<file path="config.mk">
export PLATFORM = sky130hd
export DESIGN_NAME = link_token_sched
export DESIGN_NICKNAME = d
export VERILOG_FILES = /design/src/rtl/link_sched_pkg.sv /design/src/rtl/rr_arbiter.sv /design/src/rtl/link_token_sched.sv
export SDC_FILE = /design/constraint.sdc
export NUM_CORES = 1
export LEC_CHECK = 0
export BUFFER_PORTS_ARGS = -buffer_cell sky130_fd_sc_hd__buf_2
export CAP_MARGIN = 10
export CORE_MARGIN = 8
export CORE_UTILIZATION = 23
export CTS_CLUSTER_SIZE = 25
export DETAILED_ROUTE_END_ITERATION = 16
export GPL_TIMING_DRIVEN = 0
export MAX_ROUTING_LAYER = met4
export SLEW_MARGIN = 20
export SYNTH_ARGS = -nofsm -noshare
export SYNTH_HDL_FRONTEND = slang
export SYNTH_SLANG_ARGS = --single-unit
</file>
<file path="constraint.sdc">
create_clock -name i_clk -period 3.19 [get_ports i_clk]
set_input_delay 0.638 -clock i_clk [delete_from_list [all_inputs] [get_ports i_clk]]
set_output_delay 0.638 -clock i_clk [all_outputs]
set_load 0.1 [all_outputs]
</file>
<file path="src/rtl/link_sched_pkg.sv">
// Shared types and helpers for the link token scheduler.
package link_sched_pkg;

  // Field widths of the downstream transaction id: {node, seq, pad, idx}.
  localparam int unsigned NODE_W = 8;
  localparam int unsigned SEQ_W  = 16;
  localparam int unsigned IDX_W  = 4;
  localparam int unsigned PAD_W  = 32 - NODE_W - SEQ_W - IDX_W;

  typedef enum logic [1:0] {
    IDLE,
    SEND,
    WAIT
  } sched_state_e;

  // One beat on the split link.
  typedef struct packed {
    logic        wen;
    logic [31:0] token;
    logic [31:0] clk_cnt;
    logic [31:0] id;
  } link_beat_t;

  function automatic logic [31:0] make_id(input logic [NODE_W-1:0] node,
                                          input logic [SEQ_W-1:0]  seq,
                                          input logic [IDX_W-1:0]  idx);
    return {node, seq, {PAD_W{1'b0}}, idx};
  endfunction

endpackage

</file>
<file path="src/rtl/rr_arbiter.sv">
// Round-robin pick: first requester at or after ptr, wrapping around.
module rr_arbiter
  import link_sched_pkg::*;
#(
  parameter int unsigned N = 4
) (
  input  logic [N-1:0]     req,
  input  logic [IDX_W-1:0] ptr,
  input  logic             enable,
  output logic [N-1:0]     gnt,
  output logic [IDX_W-1:0] idx,
  output logic             any
);

  logic [2*N-1:0] dbl;
  logic [N-1:0]   rot;
  int             sum;

  // Rotate requests so bit 0 is the pointer position, then take the first set bit.
  always_comb begin
    dbl = {req, req} >> ptr;
    rot = dbl[N-1:0];
    sum = 0;
    idx = '0;
    any = 1'b0;
    if (enable) begin
      for (int i = 0; i < int'(N); i++) begin
        if (!any && rot[i]) begin
          any = 1'b1;
          sum = int'(ptr) + i;
          if (sum >= int'(N)) sum = sum - int'(N);
          idx = IDX_W'(sum);
        end
      end
    end
    gnt = any ? (N'(1) << idx) : '0;
  end

endmodule

</file>
<file path="src/rtl/link_token_sched.sv">
// Round-robin scheduler sharing one split-link channel between N_REQ requesters.
// One transaction outstanding at a time: grant -> SEND beat -> WAIT for ack or timeout.
module link_token_sched
  import link_sched_pkg::*;
#(
  parameter int unsigned        N_REQ   = 4,
  parameter int unsigned        TIMEOUT = 16,
  parameter logic [NODE_W-1:0]  LINK_ID = '0
) (
  input  logic                 i_clk,
  input  logic                 i_rstn,
  input  logic [N_REQ-1:0]     i_req,
  input  logic [32*N_REQ-1:0]  i_token,
  output logic [N_REQ-1:0]     o_gnt,
  output logic [N_REQ-1:0]     o_done,
  output logic [31:0]          o_rsp_token,
  output logic [31:0]          o_lat,
  output logic                 o_timeout,
  output logic [7:0]           o_stray_cnt,
  output logic                 o_busy,
  output logic                 o_wen_down,
  output logic [31:0]          o_token_down,
  output logic [31:0]          o_clk_cnt_down,
  output logic [31:0]          o_id_down,
  input  logic                 i_wen_up,
  input  logic [31:0]          i_token_up,
  input  logic [31:0]          i_clk_cnt_up,
  input  logic [31:0]          i_id_up
);

  sched_state_e     state_q, state_d;
  logic [IDX_W-1:0] ptr_q, idx_q, ptr_nxt;
  logic [IDX_W:0]   idx_inc;
  logic [SEQ_W-1:0] seq_q;
  logic [31:0]      cnt_q, wcnt_q, token_q, stamp_q, id_q, rsp_q, lat_q;
  logic [7:0]       stray_q;
  logic [N_REQ-1:0] done_q;
  logic             timeout_q;

  logic [N_REQ-1:0] arb_gnt;
  logic [IDX_W-1:0] arb_idx;
  logic             arb_any;
  logic [31:0]      tok_sel;
  logic             ack_match, expire;
  link_beat_t       beat;

  // Remote stamp is reserved for future use.
  logic unused_clk_cnt_up;
  assign unused_clk_cnt_up = ^i_clk_cnt_up;

  rr_arbiter #(
    .N (N_REQ)
  ) u_arb (
    .req    (i_req),
    .ptr    (ptr_q),
    .enable (state_q == IDLE),
    .gnt    (arb_gnt),
    .idx    (arb_idx),
    .any    (arb_any)
  );

  // Token mux for the winner, plus ack match / expiry decode and pointer advance.
  always_comb begin
    tok_sel = '0;
    for (int k = 0; k < int'(N_REQ); k++) begin
      if (arb_gnt[k]) tok_sel = i_token[32*k +: 32];
    end
    ack_match = (state_q == WAIT) && i_wen_up && (i_id_up == id_q);
    expire    = (state_q == WAIT) && (wcnt_q == 32'(TIMEOUT - 1));
    idx_inc   = {1'b0, arb_idx} + (IDX_W+1)'(1);
    ptr_nxt   = (idx_inc == (IDX_W+1)'(N_REQ)) ? '0 : idx_inc[IDX_W-1:0];
  end

  // State register.
  always_ff @(posedge i_clk) begin
    if (!i_rstn) state_q <= IDLE;
    else         state_q <= state_d;
  end

  // Next-state logic; a matching ack on the expiry edge still counts as done.
  always_comb begin
    state_d = state_q;
    case (state_q)
      IDLE:    if (arb_any) state_d = SEND;
      SEND:    state_d = WAIT;
      WAIT:    if (ack_match || expire) state_d = IDLE;
      default: state_d = IDLE;
    endcase
  end

  // Datapath: cycle counter, captured beat, sequence, wait counter, completion pulses.
  always_ff @(posedge i_clk) begin
    if (!i_rstn) begin
      cnt_q     <= '0;
      ptr_q     <= '0;
      idx_q     <= '0;
      seq_q     <= '0;
      wcnt_q    <= '0;
      token_q   <= '0;
      stamp_q   <= '0;
      id_q      <= '0;
      rsp_q     <= '0;
      lat_q     <= '0;
      stray_q   <= '0;
      done_q    <= '0;
      timeout_q <= 1'b0;
    end else begin
      cnt_q     <= cnt_q + 32'd1;
      done_q    <= '0;
      timeout_q <= 1'b0;
      if (i_wen_up && !ack_match && (stray_q != 8'hFF)) stray_q <= stray_q + 8'd1;
      case (state_q)
        IDLE: begin
          if (arb_any) begin
            idx_q   <= arb_idx;
            ptr_q   <= ptr_nxt;
            token_q <= tok_sel;
            stamp_q <= cnt_q;
            id_q    <= make_id(LINK_ID, seq_q, arb_idx);
          end
        end
        SEND: begin
          seq_q  <= seq_q + SEQ_W'(1);
          wcnt_q <= '0;
        end
        WAIT: begin
          wcnt_q <= wcnt_q + 32'd1;
          if (ack_match) begin
            done_q <= N_REQ'(1) << idx_q;
            rsp_q  <= i_token_up;
            lat_q  <= cnt_q - stamp_q;
          end else if (expire) begin
            timeout_q <= 1'b1;
          end
        end
        default: ;
      endcase
    end
  end

  // Outputs: beat strobe and grant are decoded from SEND, the rest are registered.
  always_comb begin
    beat.wen     = (state_q == SEND);
    beat.token   = token_q;
    beat.clk_cnt = stamp_q;
    beat.id      = id_q;
    o_gnt          = beat.wen ? (N_REQ'(1) << idx_q) : '0;
    o_busy         = (state_q != IDLE);
    o_wen_down     = beat.wen;
    o_token_down   = beat.token;
    o_clk_cnt_down = beat.clk_cnt;
    o_id_down      = beat.id;
    o_done         = done_q;
    o_timeout      = timeout_q;
    o_rsp_token    = rsp_q;
    o_lat          = lat_q;
    o_stray_cnt    = stray_q;
  end

endmodule

</file>
[Yosys cells after proc, flatten, opt, wreduce, memory -nomap -nowiden]
Index checks and enable logic that the tools add are counted.
Storage, ports and cells
  register bits after elaboration: 251
  input port bits: 231
  output and inout port bits: 179
  word-level logic and storage cells: 94
Operators by class
  magnitude comparators: 4
  add/subtract/negate cells: 13
  eq/ne operators: 8
  shift operators: 3
  muxes and demuxes: 29
  bitwise logic cells: 2
  reductions and logical operators: 21
Operators with widths (number)
  32-bit 2-to-1 mux: 4
  32-bit by 1-bit adder with 32-bit output, second input constant: 2
  32-bit case mux with 2 select lines: 1
  4-bit 2-to-1 mux: 12
  32-bit by 24-bit equality test with 1-bit output: 1
  32-bit by 4-bit equality test with 1-bit output, second input constant: 1
  32-bit subtractor: 1
  16-bit by 1-bit adder with 16-bit output, second input constant: 1
  5-bit by 3-bit >= comparator with 1-bit output, second input constant: 3
  4-bit subtractor, second input constant: 3
  4-bit by 1-bit adder with 5-bit output, second input constant: 2
  4-bit by 2-bit adder with 5-bit output, second input constant: 2
  1-bit 2-to-1 mux: 9
  8-bit by 1-bit adder with 8-bit output, second input constant: 1
  1-bit logical AND: 8
  8-bit inequality test, second input constant: 1
  1-bit by 4-bit left shift with 4-bit output, first input constant: 2
  8-bit by 4-bit right shift with 4-bit output: 1
  2-bit case mux with 3 select lines: 1
  2-bit AND reduction: 3
  5-bit by 3-bit equality test with 1-bit output, second input constant: 1
  4-bit by 3-bit >= comparator with 1-bit output, second input constant: 1
  1-bit logical NOT: 4
  2-bit 2-to-1 mux: 2
  other kinds (11): 13

[Longest topological paths before layout]
Gate-level depths: netlist (run 1).
  depth after elaboration: 21
  depth in mapped cells: 15
  depth with buffers taken out: 14

[By module]
A second synthesis (run 1) with hierarchy kept.
Unflattened totals
  cell total of the unflattened synthesis: 1701
  area total of the unflattened synthesis: 13649.3 sq um
By module, submodules not included
  link_token_sched: area each 12726.0 sq um, instances 1, cells each 1580
  rr_arbiter: area each 923.4 sq um, instances 1, cells each 121

[Worst setup path before layout (run 1)]
Ideal clock, no wire load.
  path type: register -> output
  start point: register state_q[1]
  end point: output o_gnt[2]
  buffers on the path: 1
  setup slack: -1.311 ns
  stages on the path, launching flop included: 6
  arrival time: 3.863 ns
  cell sequence: dfxtp_1 > inv_1 > ha_1 > clkbuf_1 > nand2_1 > nor3b_1
On the way
  longest elaborated chain between the ends: 2
RTL lines
  start, declared: line link_token_sched.sv:31  | sched_state_e state_q, state_d;
  start signal, assigned: line link_token_sched.sv:77  | else state_q <= state_d;
  2-bit by 1-bit equality test with 1-bit output: line link_token_sched.sv:143  | beat.wen = (state_q == SEND);
  via o_wen_down: line link_token_sched.sv:21  | output logic o_wen_down,
  4-bit 2-to-1 mux: line link_token_sched.sv:147  | o_gnt = beat.wen ? (N_REQ'(1) << idx_q) : '0;
  end, declared: line link_token_sched.sv:14  | output logic [N_REQ-1:0] o_gnt,
The timed path passes the listed nets, and every way through them passes these cells.

[Final worst setup path (run 1)]
  start point: register ptr_q[0]
  end point: register token_q[12] (netlist: o_token_down[12])
On the way
  longest elaborated chain between the ends: 21
RTL lines
  start, declared: line link_token_sched.sv:32  | logic [IDX_W-1:0] ptr_q, idx_q, ptr_nxt;
  start signal, assigned: line link_token_sched.sv:116  | ptr_q <= ptr_nxt;
  8-bit by 4-bit right shift with 4-bit output: line rr_arbiter.sv:21  | dbl = {req, req} >> ptr;
  1-bit 2-to-1 mux: line rr_arbiter.sv:28  | if (!any && rot[i]) begin
  1-bit 2-to-1 mux: line rr_arbiter.sv:26  | if (enable) begin
  1-bit logical NOT: line rr_arbiter.sv:28
  1-bit logical AND: line rr_arbiter.sv:28
  1-bit 2-to-1 mux: line rr_arbiter.sv:28
  1-bit 2-to-1 mux: line rr_arbiter.sv:26
  1-bit logical NOT: line rr_arbiter.sv:28
  [... 2 more ...]
  1-bit 2-to-1 mux: line rr_arbiter.sv:26
  1-bit logical NOT: line rr_arbiter.sv:28
  1-bit logical AND: line rr_arbiter.sv:28
  4-bit 2-to-1 mux: line rr_arbiter.sv:28
  4-bit 2-to-1 mux: line rr_arbiter.sv:26
  1-bit by 4-bit left shift with 4-bit output: line rr_arbiter.sv:36  | gnt = any ? (N'(1) << idx) : '0;
  4-bit 2-to-1 mux: line rr_arbiter.sv:36
  32-bit 2-to-1 mux (4 in a row): line link_token_sched.sv:66  | if (arb_gnt[k]) tok_sel = i_token[32*k +: 32];
  end signal, assigned: line link_token_sched.sv:117  | token_q <= tok_sel;
  end, declared: line link_token_sched.sv:35  | logic [31:0] cnt_q, wcnt_q, token_q, stamp_q, id_q, rsp_q, lat_q;
Parallel ways exist; a longest one is shown, timed or not. The select of a mux whose other input is x is not followed.
A chain may end at the register's enable or synchronous reset.

==> results of run 1 <==
sequential cells by signal, indices dropped and copies added, names as in the netlist:
name and cells:
cnt_q 32, idx_q 3, o_clk_cnt_down 32, o_done 4
o_id_down 17, o_lat 32, o_rsp_token 32, o_stray_cnt 8
o_timeout 1, o_token_down 32, ptr_q 4, seq_q 16
state_q 2, wcnt_q 32
tightest hold or removal path, delay by kind of cell:
family                 cells  cell delay (ps)
AOI/OAI and AO/OA          1               50
buffers and inverters      2              140
cell usage in the layout, fill, tap and decap left out, types with 7 or more instances in the layout:
master	synthesis	final
buf_2	13	367
nand2_1	258	258
dfxtp_1	247	242
a21boi_0	90	90
and2_1	68	68
clkbuf_1	67	63
xnor2_1	63	61
nor2_1	58	56
inv_1	57	56
xor2_1	57	56
nand3_1	47	47
ha_1	52	47
o21ai_0	43	43
clkbuf_16	0	35
a21oi_1	32	31
a22oi_1	32	31
buf_4	15	31
a21boi_1	29	29
nand4_1	28	28
a222oi_1	27	27
nor2b_1	21	21
and3_1	21	21
nor3_1	22	19
nor4_1	16	16
conb_1	1	12
buf_6	3	10
mux2i_1	10	10
o21a_1	9	9
a21o_1	9	9
nand2b_1	8	8
clkbuf_2	0	8
or3_1	9	8
o21ai_1	8	8
and4_1	7	7
metrics by stage:
step | worst slack, ps | total power [mW] | area [µm²] | utilization
after floorplan | -373 | 7.56 | 13200 | -
after global routing | -209 | 14.6 | 17700 | 0.314
after detailed placement | -718 | 9.17 | 16000 | 0.283
after CTS | -121 | 13.9 | 17500 | 0.311
after global placement | -1250 | 9.12 | 16000 | 0.283
final | -70.5 | 13.9 | 17700 | 0.314
logic make-up (layout without fill, tap and decap cells):
group,Yosys count,after routing,synth area share
xor gates and xnor gates,120,120,0.0801
muxes,13,13,0.0121
and+or+nand+nor,595,595,0.225
DFF,247,247,0.377
AOI/OAI and AO/OA,354,354,0.202
buffers and inverters,160,607,0.0530
other,1,16,0.000286
adders and majority gates,53,53,0.0511
path summary, 6_finish.rpt:
check	from	end	slack (ps)
setup / recovery	ptr_q[0]$_SDFFE_PN0P_	o_token_down[12]$_SDFFE_PN0P_	-70
hold / removal	i_token[127]	o_token_down[31]$_SDFFE_PN0P_	350
setup reg to reg	ptr_q[0]$_SDFFE_PN0P_	o_token_down[12]$_SDFFE_PN0P_	-70
hold reg to reg	o_rsp_token[3]$_SDFFE_PN0P_	o_rsp_token[3]$_SDFFE_PN0P_	460
layer usage:
metal	global-route usage	part of all wire
met2	0.257	0.47
met3	0.0377	0.072
met4	0.0552	0.028
met1	0.202	0.43
met5	-	0
timing repair:
item	CTS	global route
cloned	1	1
hold endpoints to repair	0	0
endpoints found under the setup margin	135	128
pin swaps	15	21
buffers inserted	17	4
gates resized for setup	45	38
report_power, final:
| group | total (mW) | switching [mW] | leakage, nW | internal [mW] |
|---|---|---|---|---|
| registers | 3.45 | 0.145 | 2.00 | 3.30 |
| logic | 6.36 | 4.36 | 4.87 | 2.00 |
| clock network | 4.12 | 1.53 | 0.591 | 2.59 |
area by class of cell:
cell class / count / area (µm²) / share of cell area
clock buffer: 44 / 940 / 0.0530
antenna: 4 / 10.0 / 0.000565
timing repair buffer: 387 / 2050 / 0.116
clock inverter: 18 / 275 / 0.0155
sequential: 247 / 4960 / 0.280
multi-input combinational: 1147 / 7750 / 0.437
tap: 756 / 946 / 0.0534
buffer: 98 / 566 / 0.0319
inverter: 60 / 225 / 0.0127
==> flow_summary.yaml, run 1 <==
floorplanning:
  die_w_um: 255
  dieHeight_um: 255
  coreArea_mm2: 0.0564
  die_area_mm2: 0.0650
  start_util: 0.233
  ios: 410
  row_count: 87
grt:
  antenna_found_initial: 4
  gr-total-overflow: 0
  grt_pass1_vias: 12600
  grtUsageTotal: 0.162
  grt_max_degree: 13
  grt_first_pass_wirelength_mm: 77.9
min_path:
  hold_depth: 3
  hold_class: "primary input to register"
drt:
  routedWlPerCell_um: 19.7
  routed_wl_mm: 54.5
  first_iter_violations: 1043
  drc_errors: 0
  dr.pass1.iters: 7
  via_per_inst: 4.70
  vias: 13000
  antenna_left: 0
sta:
  setup_viol: 8
  fin_ws_ps: -70.5
  fin_worst_skew_ps: 16.2
  drv_slew: 0
  slew_headroom: 0.341
  rsz0062_at_grt: "true"
  tns_ps: -295
  hold_viol: 0
  period_needed_ps: 3260
  worstMarginPinSlew_ps: 988
  holdWs_ps: 345
  fin_crit_sh: 1.02
  fmax_mhz: 307
pwr:
  leakagePower_nw: 7.46
  power_density_mw_per_mm2: 786
  peakVddDrop_v: 0.000552
clock_tree:
  clk_latency_ps: 540
  cts_tree: "built"
  htreeDepth: 2
  clkSlewWorstSetupHoldPaths_ps: 60
  holdBufCountCts: 0
  clockBufferDepth: 3
  numCtsBuffers: 34
  cts_root_buf: "clkbuf_16"
  cts.sinks: 247
synth:
  yosysWarnings: 0
  synth_area_leaders: "dfxtp_1, nand2_1, a21boi_0, ha_1, xnor2_1"
  netlist_area_mm2: 0.0131
  synth_most_common_cell: "nand2_1"
  synth_top_area_cell: "dfxtp_1"
  synth_top_area_frac: 0.377
  synth_seq_cells: 247
  syn_inst: 1543
  synth_edf_count: 0
  async_flop_share: 0
  ys_seq_area_frac: 0.377
  synth_cell_type_count: 87
  synthTopCellsByCount: "nand2_1, dfxtp_1, a21boi_0"
  synthFlopType: "dfxtp_1"
  postSynthAreaPerCell_um2: 8.51
layout:
  fin_cells: 2761
  fillers: 5991
  final_nets: 2259
  area_growth_pct: 34.9
  layout-drive-gt1-share: 0.274
critical_path:
  crit_slowest_cell: "dfxtp_4"
  cp.required_ps: 3640
  crit_arrival_ps: 3710
  cp_top_family: "compound AO/OA/AOI/OAI gates"
  crit_path_max_incr_delay_ps: 360
  critPathBufInv: 5
  path_cells: "buf_8 -> buf_12 -> buf_12 -> a21oi_4 -> xnor2_2 -> inv_1 -> ha_2 -> a22o_1 -> o31ai_2 -> o22ai_2 -> a21oi_4 -> nand2_4 -> nor3_4 -> buf_6 -> a22oi_1 -> a221oi_2"
  path_class: "register to register"
  start_kind: "register"
  cp.depth: 16
  end_kind: "register"
  worst-path-max-fanout: 10
  rr_worst_depth: 16
placement:
  dpl.cell_count: 2676
  portBuffers: 364
  dp.final_hpwl_mm: 42.6
  gp_congestion: 0.975
job:
  maxCapViolCount: 0
run_status:
  violations: "negative setup slack"
  outcome: "complete, but fails checks"
No activity file was read; power rests on OpenSTA's default activity.
==> run 2: changes to the inputs <==
--- a/config.mk
+++ b/config.mk
@@ -9,6 +9,7 @@
 export CAP_MARGIN = 10
 export CORE_MARGIN = 8
 export CORE_UTILIZATION = 23
+export CTS_BUF_LIST = sky130_fd_sc_hd__clkbuf_2
 export CTS_CLUSTER_SIZE = 25
 export DETAILED_ROUTE_END_ITERATION = 16
 export GPL_TIMING_DRIVEN = 0
==> run 2 against run 1 <==
The run still ends with negative setup slack left. Die area unchanged. Critical path depth is 2 lower. Clock power shrank 41%. Highest routed layer unchanged. Core utilization up 1.8 points. First-iteration DRC count rose by 13%.
==> flow_summary.yaml, run 2 (same netlist as run 1, synthesis figures left out) <==
critical_path:
  critPathBufInv: 5
  crit_slowest_cell: "a222oi_1"
  crit_arrival_ps: 4110
  cp_top_family: "compound AO/OA/AOI/OAI gates"
  end_kind: "register"
  start_kind: "register"
  worst-path-max-fanout: 10
  crit_path_max_incr_delay_ps: 620
  cp.required_ps: 4010
  path_cells: "buf_8 -> buf_12 -> buf_8 -> mux4_2 -> nand2_4 -> nand4_1 -> o22ai_2 -> a22oi_4 -> nand2_4 -> nor3_4 -> buf_6 -> buf_6 -> a222oi_1 -> a21boi_1"
  path_class: "register to register"
clock_tree:
  clk_latency_ps: 1000
  clkSlewWorstSetupHoldPaths_ps: 80
  numCtsBuffers: 76
  htreeDepth: 3
  cts_tree: "built"
  cts_root_buf: "clkbuf_2"
  clockBufferDepth: 3
  cts.sinks: 247
sta:
  fmax_mhz: 305
  hold_viol: 0
  fin_ws_ps: -93.6
  worstMarginPinSlew_ps: 1020
  period_needed_ps: 3280
  fin_crit_sh: 1.03
  setup_viol: 7
  drv_slew: 0
  slew_headroom: 0.320
  fin_worst_skew_ps: 85.6
  rsz0062_at_grt: "true"
drt:
  drc_errors: 0
  via_per_inst: 4.73
  vias: 14100
  antenna_left: 0
  first_iter_violations: 1177
  routed_wl_mm: 57.2
  routedWlPerCell_um: 19.2
  dr.pass1.iters: 9
grt:
  grt_max_degree: 11
  gr-total-overflow: 0
  grt_pass1_vias: 14000
  grt_first_pass_wirelength_mm: 82.3
  grtUsageTotal: 0.170
  antenna_found_initial: 5
run_status:
  violations: "negative setup slack"
  outcome: "complete, but fails checks"
placement:
  portBuffers: 364
  dp.final_hpwl_mm: 42.6
  place_area_mm2: 0.0160
  gp_congestion: 0.975
pwr:
  power_density_mw_per_mm2: 659
  leakagePower_nw: 8.04
  peakVddDrop_v: 0.000472
floorplanning:
  dieHeight_um: 255
  die_area_mm2: 0.0650
  coreArea_mm2: 0.0564
  start_util: 0.233
  row_count: 87
  ios: 410
  die_w_um: 255
layout:
  final_common_cell: "buf_2"
  area_growth_pct: 42.7
  final_nets: 2459
  final_util: 0.332
  final_area_mm2: 0.0187
  layout_common_cells: "buf_2, nand2_1, dfxtp_1"
  layout-drive-gt1-share: 0.277
job:
  maxCapViolCount: 0
min_path:
  hold_class: "primary input to register"
[run 2: cell count changes in the layout (fill, tap and decap cells not counted), moves of 3 or more]
cell and change:
clkbuf_1 -11, bufinv_16 -5, buf_4 +8, clkbuf_2 +111, dlygate4sd3_1 +158, clkbuf_16 -35
buf_2 -3, clkinv_2 -3, clkinv_1 +9
[run 2: final cells by class]
cell class,count,area (µm²)
diodes,5,12.5
plain buffers,97,551
clock buffers,108,541
clock inverters,15,90.1
fillers,5923,37700
inverters,60,225
multi-input cells,1147,7770
flip-flops and latches,247,4960
well taps,756,946
repair buffers,546,3640
[run 2: timing repair]
action                                  CTS  global route
resized for setup                        62            39
hold buffers                            158             0
endpoints found under the setup margin  139           127
hold endpoints to repair                 64             0
pin swaps                                20            23
buffers inserted                         20             3
[run 2: path summary, 6_finish.rpt]
kind,depth (start not counted),end,slack [ps],from
worst min-delay path,3,o_token_down[29]$_SDFFE_PN0P_,120,i_token[93]
worst min register to register,2,o_id_down[23]$_SDFFE_PN0P_,460,seq_q[15]$_SDFFE_PN0P_
worst max register to register,14,o_token_down[2]$_SDFFE_PN0P_,-90,ptr_q[0]$_SDFFE_PN0P_
worst max-delay path,14,o_token_down[2]$_SDFFE_PN0P_,-90,ptr_q[0]$_SDFFE_PN0P_
[run 2: power breakdown]
group,internal [mW],switching (mW),total (mW)
sequential,3.30,0.144,3.44
combinational,2.09,4.39,6.48
clock,0.975,1.46,2.43
[run 2: worst reg2reg max path: stages (launching register included)]
cell	delay, ps
dfxtp_4	370
buf_8	120
buf_12	100
buf_8	120
mux4_2	550
nand2_4	110
nand4_1	160
o22ai_2	250
a22oi_4	90
nand2_4	140
nor3_4	80
buf_6	130
buf_6	140
a222oi_1	620
a21boi_1	140
[run 2: routing by layer]
| metal | share of wire | GRT usage | up-vias |
|---|---|---|---|
| li1 | - | - | 6707 |
| met1 | 0.42 | 0.205 | 6651 |
| met2 | 0.47 | 0.270 | 597 |
| met3 | 0.079 | 0.0423 | 135 |
| met4 | 0.034 | 0.0718 | 0 |
| met5 | 0 | - | - |
[run 2: through the flow]
stage	setup TNS [ps]	std cells	setup WS [ps]	hold slack [ps]	power (mW)
2_1_floorplan	-1020	1554	-373	444	7.56
3_3_place_gp	-89510	2674	-1250	445	9.12
3_5_place_dp	-58480	2676	-718	455	9.17
4_1_cts	-266	2976	-122	4.91	12.4
5_1_grt	-3060	2980	-177	55.6	13.1
6_report	-241	2981	-93.6	119	12.4
==> run 3: changes to the inputs <==
--- a/config.mk
+++ b/config.mk
@@ -8,7 +8,7 @@
 export BUFFER_PORTS_ARGS = -buffer_cell sky130_fd_sc_hd__buf_2
 export CAP_MARGIN = 10
 export CORE_MARGIN = 8
-export CORE_UTILIZATION = 23
+export CORE_UTILIZATION = 35
 export CTS_BUF_LIST = sky130_fd_sc_hd__clkbuf_2
 export CTS_CLUSTER_SIZE = 25
 export DETAILED_ROUTE_END_ITERATION = 16
@@ -18,3 +18,4 @@
 export SYNTH_ARGS = -nofsm -noshare
 export SYNTH_HDL_FRONTEND = slang
 export SYNTH_SLANG_ARGS = --single-unit
+export TNS_END_PERCENT = 50
==> run 3 against run 2 <==
Flip-flop and latch count stayed put. Clock-buffer cell count down 6. Via count is 1.7% lower. Sequential power barely moved. Routed wire length is 7.6% lower. Global-route usage up 6.3 points. Critical path type unchanged. Clock power grew 4%. The flow now finishes without violations. Fmax rose by 3.0%. Largest power group unchanged.
==> flow_summary.yaml, run 3 (same netlist as run 1, synthesis figures left out) <==
clock_tree:
  htreeDepth: 3
  clkSlewWorstSetupHoldPaths_ps: 90
  cts_root_buf: "clkbuf_2"
  cts_tree: "built"
  numCtsBuffers: 72
  cts.sinks: 247
  clockBufferDepth: 3
  clk_latency_ps: 920
sta:
  period_needed_ps: 3190
  slew_headroom: 0.424
  setup_viol: 0
  fin_crit_sh: 0.999
  fin_worst_skew_ps: 61.0
  worstMarginPinSlew_ps: 864
  drv_slew: 0
  rsz0062_at_grt: "true"
  fmax_mhz: 314
  fin_ws_ps: 1.74
  holdWs_ps: 143
  hold_viol: 0
placement:
  place_area_mm2: 0.0156
  dp.final_hpwl_mm: 38.2
  portBuffers: 364
  gp_congestion: 0.963
  post-place-ws_ps: -769
grt:
  grt_pass1_vias: 13700
  gr-total-overflow: 0
  grt_max_degree: 11
  use_met3: 0.0594
  grtUsageTotal: 0.233
  top_usage_layer: "met2"
  met1_usage: 0.284
  use_met2: 0.371
  grt_first_pass_wirelength_mm: 79.0
  antenna_found_initial: 2
run_status:
  outcome: "completed"
pwr:
  sequentialPowerShare: 0.270
  total_power_mw: 12.8
  peakVddDrop_v: 0.000304
  switching_share: 0.469
  p_int_mw: 6.80
  combPwrFrac: 0.533
  power_density_mw_per_mm2: 696
  leakagePower_nw: 8.00
  p_switching_mw: 6.01
  clockPowerShare: 0.198
drt:
  vias: 13800
  drc_errors: 0
  antenna_left: 0
  dr.pass1.iters: 7
  routedWlPerCell_um: 19.7
  first_iter_violations: 1262
  via_per_inst: 5.15
  routed_wl_mm: 52.9
layout:
  seq_area_mm2: 0.00496
  layout_common_cells: "buf_2, nand2_1, dfxtp_1"
  fillers: 3617
  layout-drive-gt1-share: 0.285
  final_common_cell: "buf_2"
  final_area_mm2: 0.0184
  area_growth_pct: 40.2
  multi_input_area_mm2: 0.00780
  final_nets: 2450
critical_path:
  cp.required_ps: 4010
  path_cells: "buf_6 -> ha_4 -> a21oi_4 -> xnor2_2 -> inv_1 -> ha_2 -> a22o_1 -> o31ai_2 -> o22ai_2 -> a21oi_4 -> nand2_4 -> nor3_4 -> buf_6 -> buf_6 -> clkbuf_16 -> a222oi_1 -> a21boi_1"
  start_kind: "register"
  cpMostUsedCell: "buf_6"
  crit_slowest_cell: "dfxtp_4"
  path_class: "register to register"
  rr_worst_depth: 17
  crit_path_max_incr_delay_ps: 370
  worst-path-max-fanout: 5
  crit_arrival_ps: 4010
  end_kind: "register"
floorplanning:
  die_w_um: 210
  die_area_mm2: 0.0440
  row_count: 71
  dieHeight_um: 210
  ios: 410
  coreArea_mm2: 0.0373
  start_util: 0.352
min_path:
  hold_class: "primary input to register"
  hold_depth: 3
job:
  maxCapViolCount: 0
## run 3: metal layers
metal,vias to the layer above,share of wire
met1,6454,0.44
met3,134,0.071
li1,6697,-
met4,0,0.033
met5,-,0
met2,561,0.46
## run 3: final timing paths
check | start | to | slack (ps)
worst max-delay path | ptr_q[1]$_SDFFE_PN0P_ | o_token_down[9]$_SDFFE_PN0P_ | 2
worst min-delay path | i_token[0] | o_token_down[0]$_SDFFE_PN0P_ | 140
worst min register to register | cnt_q[0]$_SDFF_PN0_ | cnt_q[0]$_SDFF_PN0_ | 460
worst max register to register | ptr_q[1]$_SDFFE_PN0P_ | o_token_down[9]$_SDFFE_PN0P_ | 2
## run 3: critical path, delay by kind of cell, from the launching register on
family / cells / cell delay [ps]
adders and majority gates: 2 / 350
DFF: 1 / 370
AOI/OAI and AO/OA: 7 / 1260
and+or+nand+nor: 2 / 370
buffers and inverters: 5 / 600
xor gates and xnor gates: 1 / 170
## run 3: repair_timing
action,4_1_cts,5_1_grt
endpoints found under the setup margin,118,127
pin swaps,13,41
hold endpoints to repair,64,0
gates cloned,0,3
gates resized for setup,27,89
hold buffers,136,0
setup buffers,16,20
## run 3: stage by stage
step | TNS (ps) | util | std cells
after floorplan | -1050 | - | 1554
after global placement | -69870 | 0.418 | 2392
after detailed placement | -45270 | 0.419 | 2394
after CTS | -72.0 | 0.478 | 2666
after global routing | -3060 | 0.493 | 2690
final | 0 | 0.493 | 2690
## run 3: final cells by class
cell class	instances	area share
Buffer	97	0.0292
Tap cell	474	0.0322
Sequential cell	247	0.269
Clock inverter	20	0.00870
Clock buffer	102	0.0277
Timing Repair Buffer	541	0.196
Antenna cell	2	0.000272
Multi-Input combinational cell	1147	0.424
Inverter	60	0.0124
## run 3: power groups by stage
| stage | Clock, mW | Combinational (mW) | Sequential, mW |
|---|---|---|---|
| 5_1_grt | 2.79 | 7.23 | 3.48 |
| 2_1_floorplan | 0 | 3.03 | 4.53 |
| 4_1_cts | 2.63 | 5.96 | 3.45 |
| 3_3_place_gp | 0 | 5.52 | 3.50 |
| 6_report | 2.53 | 6.82 | 3.46 |
| 3_5_place_dp | 0 | 5.55 | 3.51 |
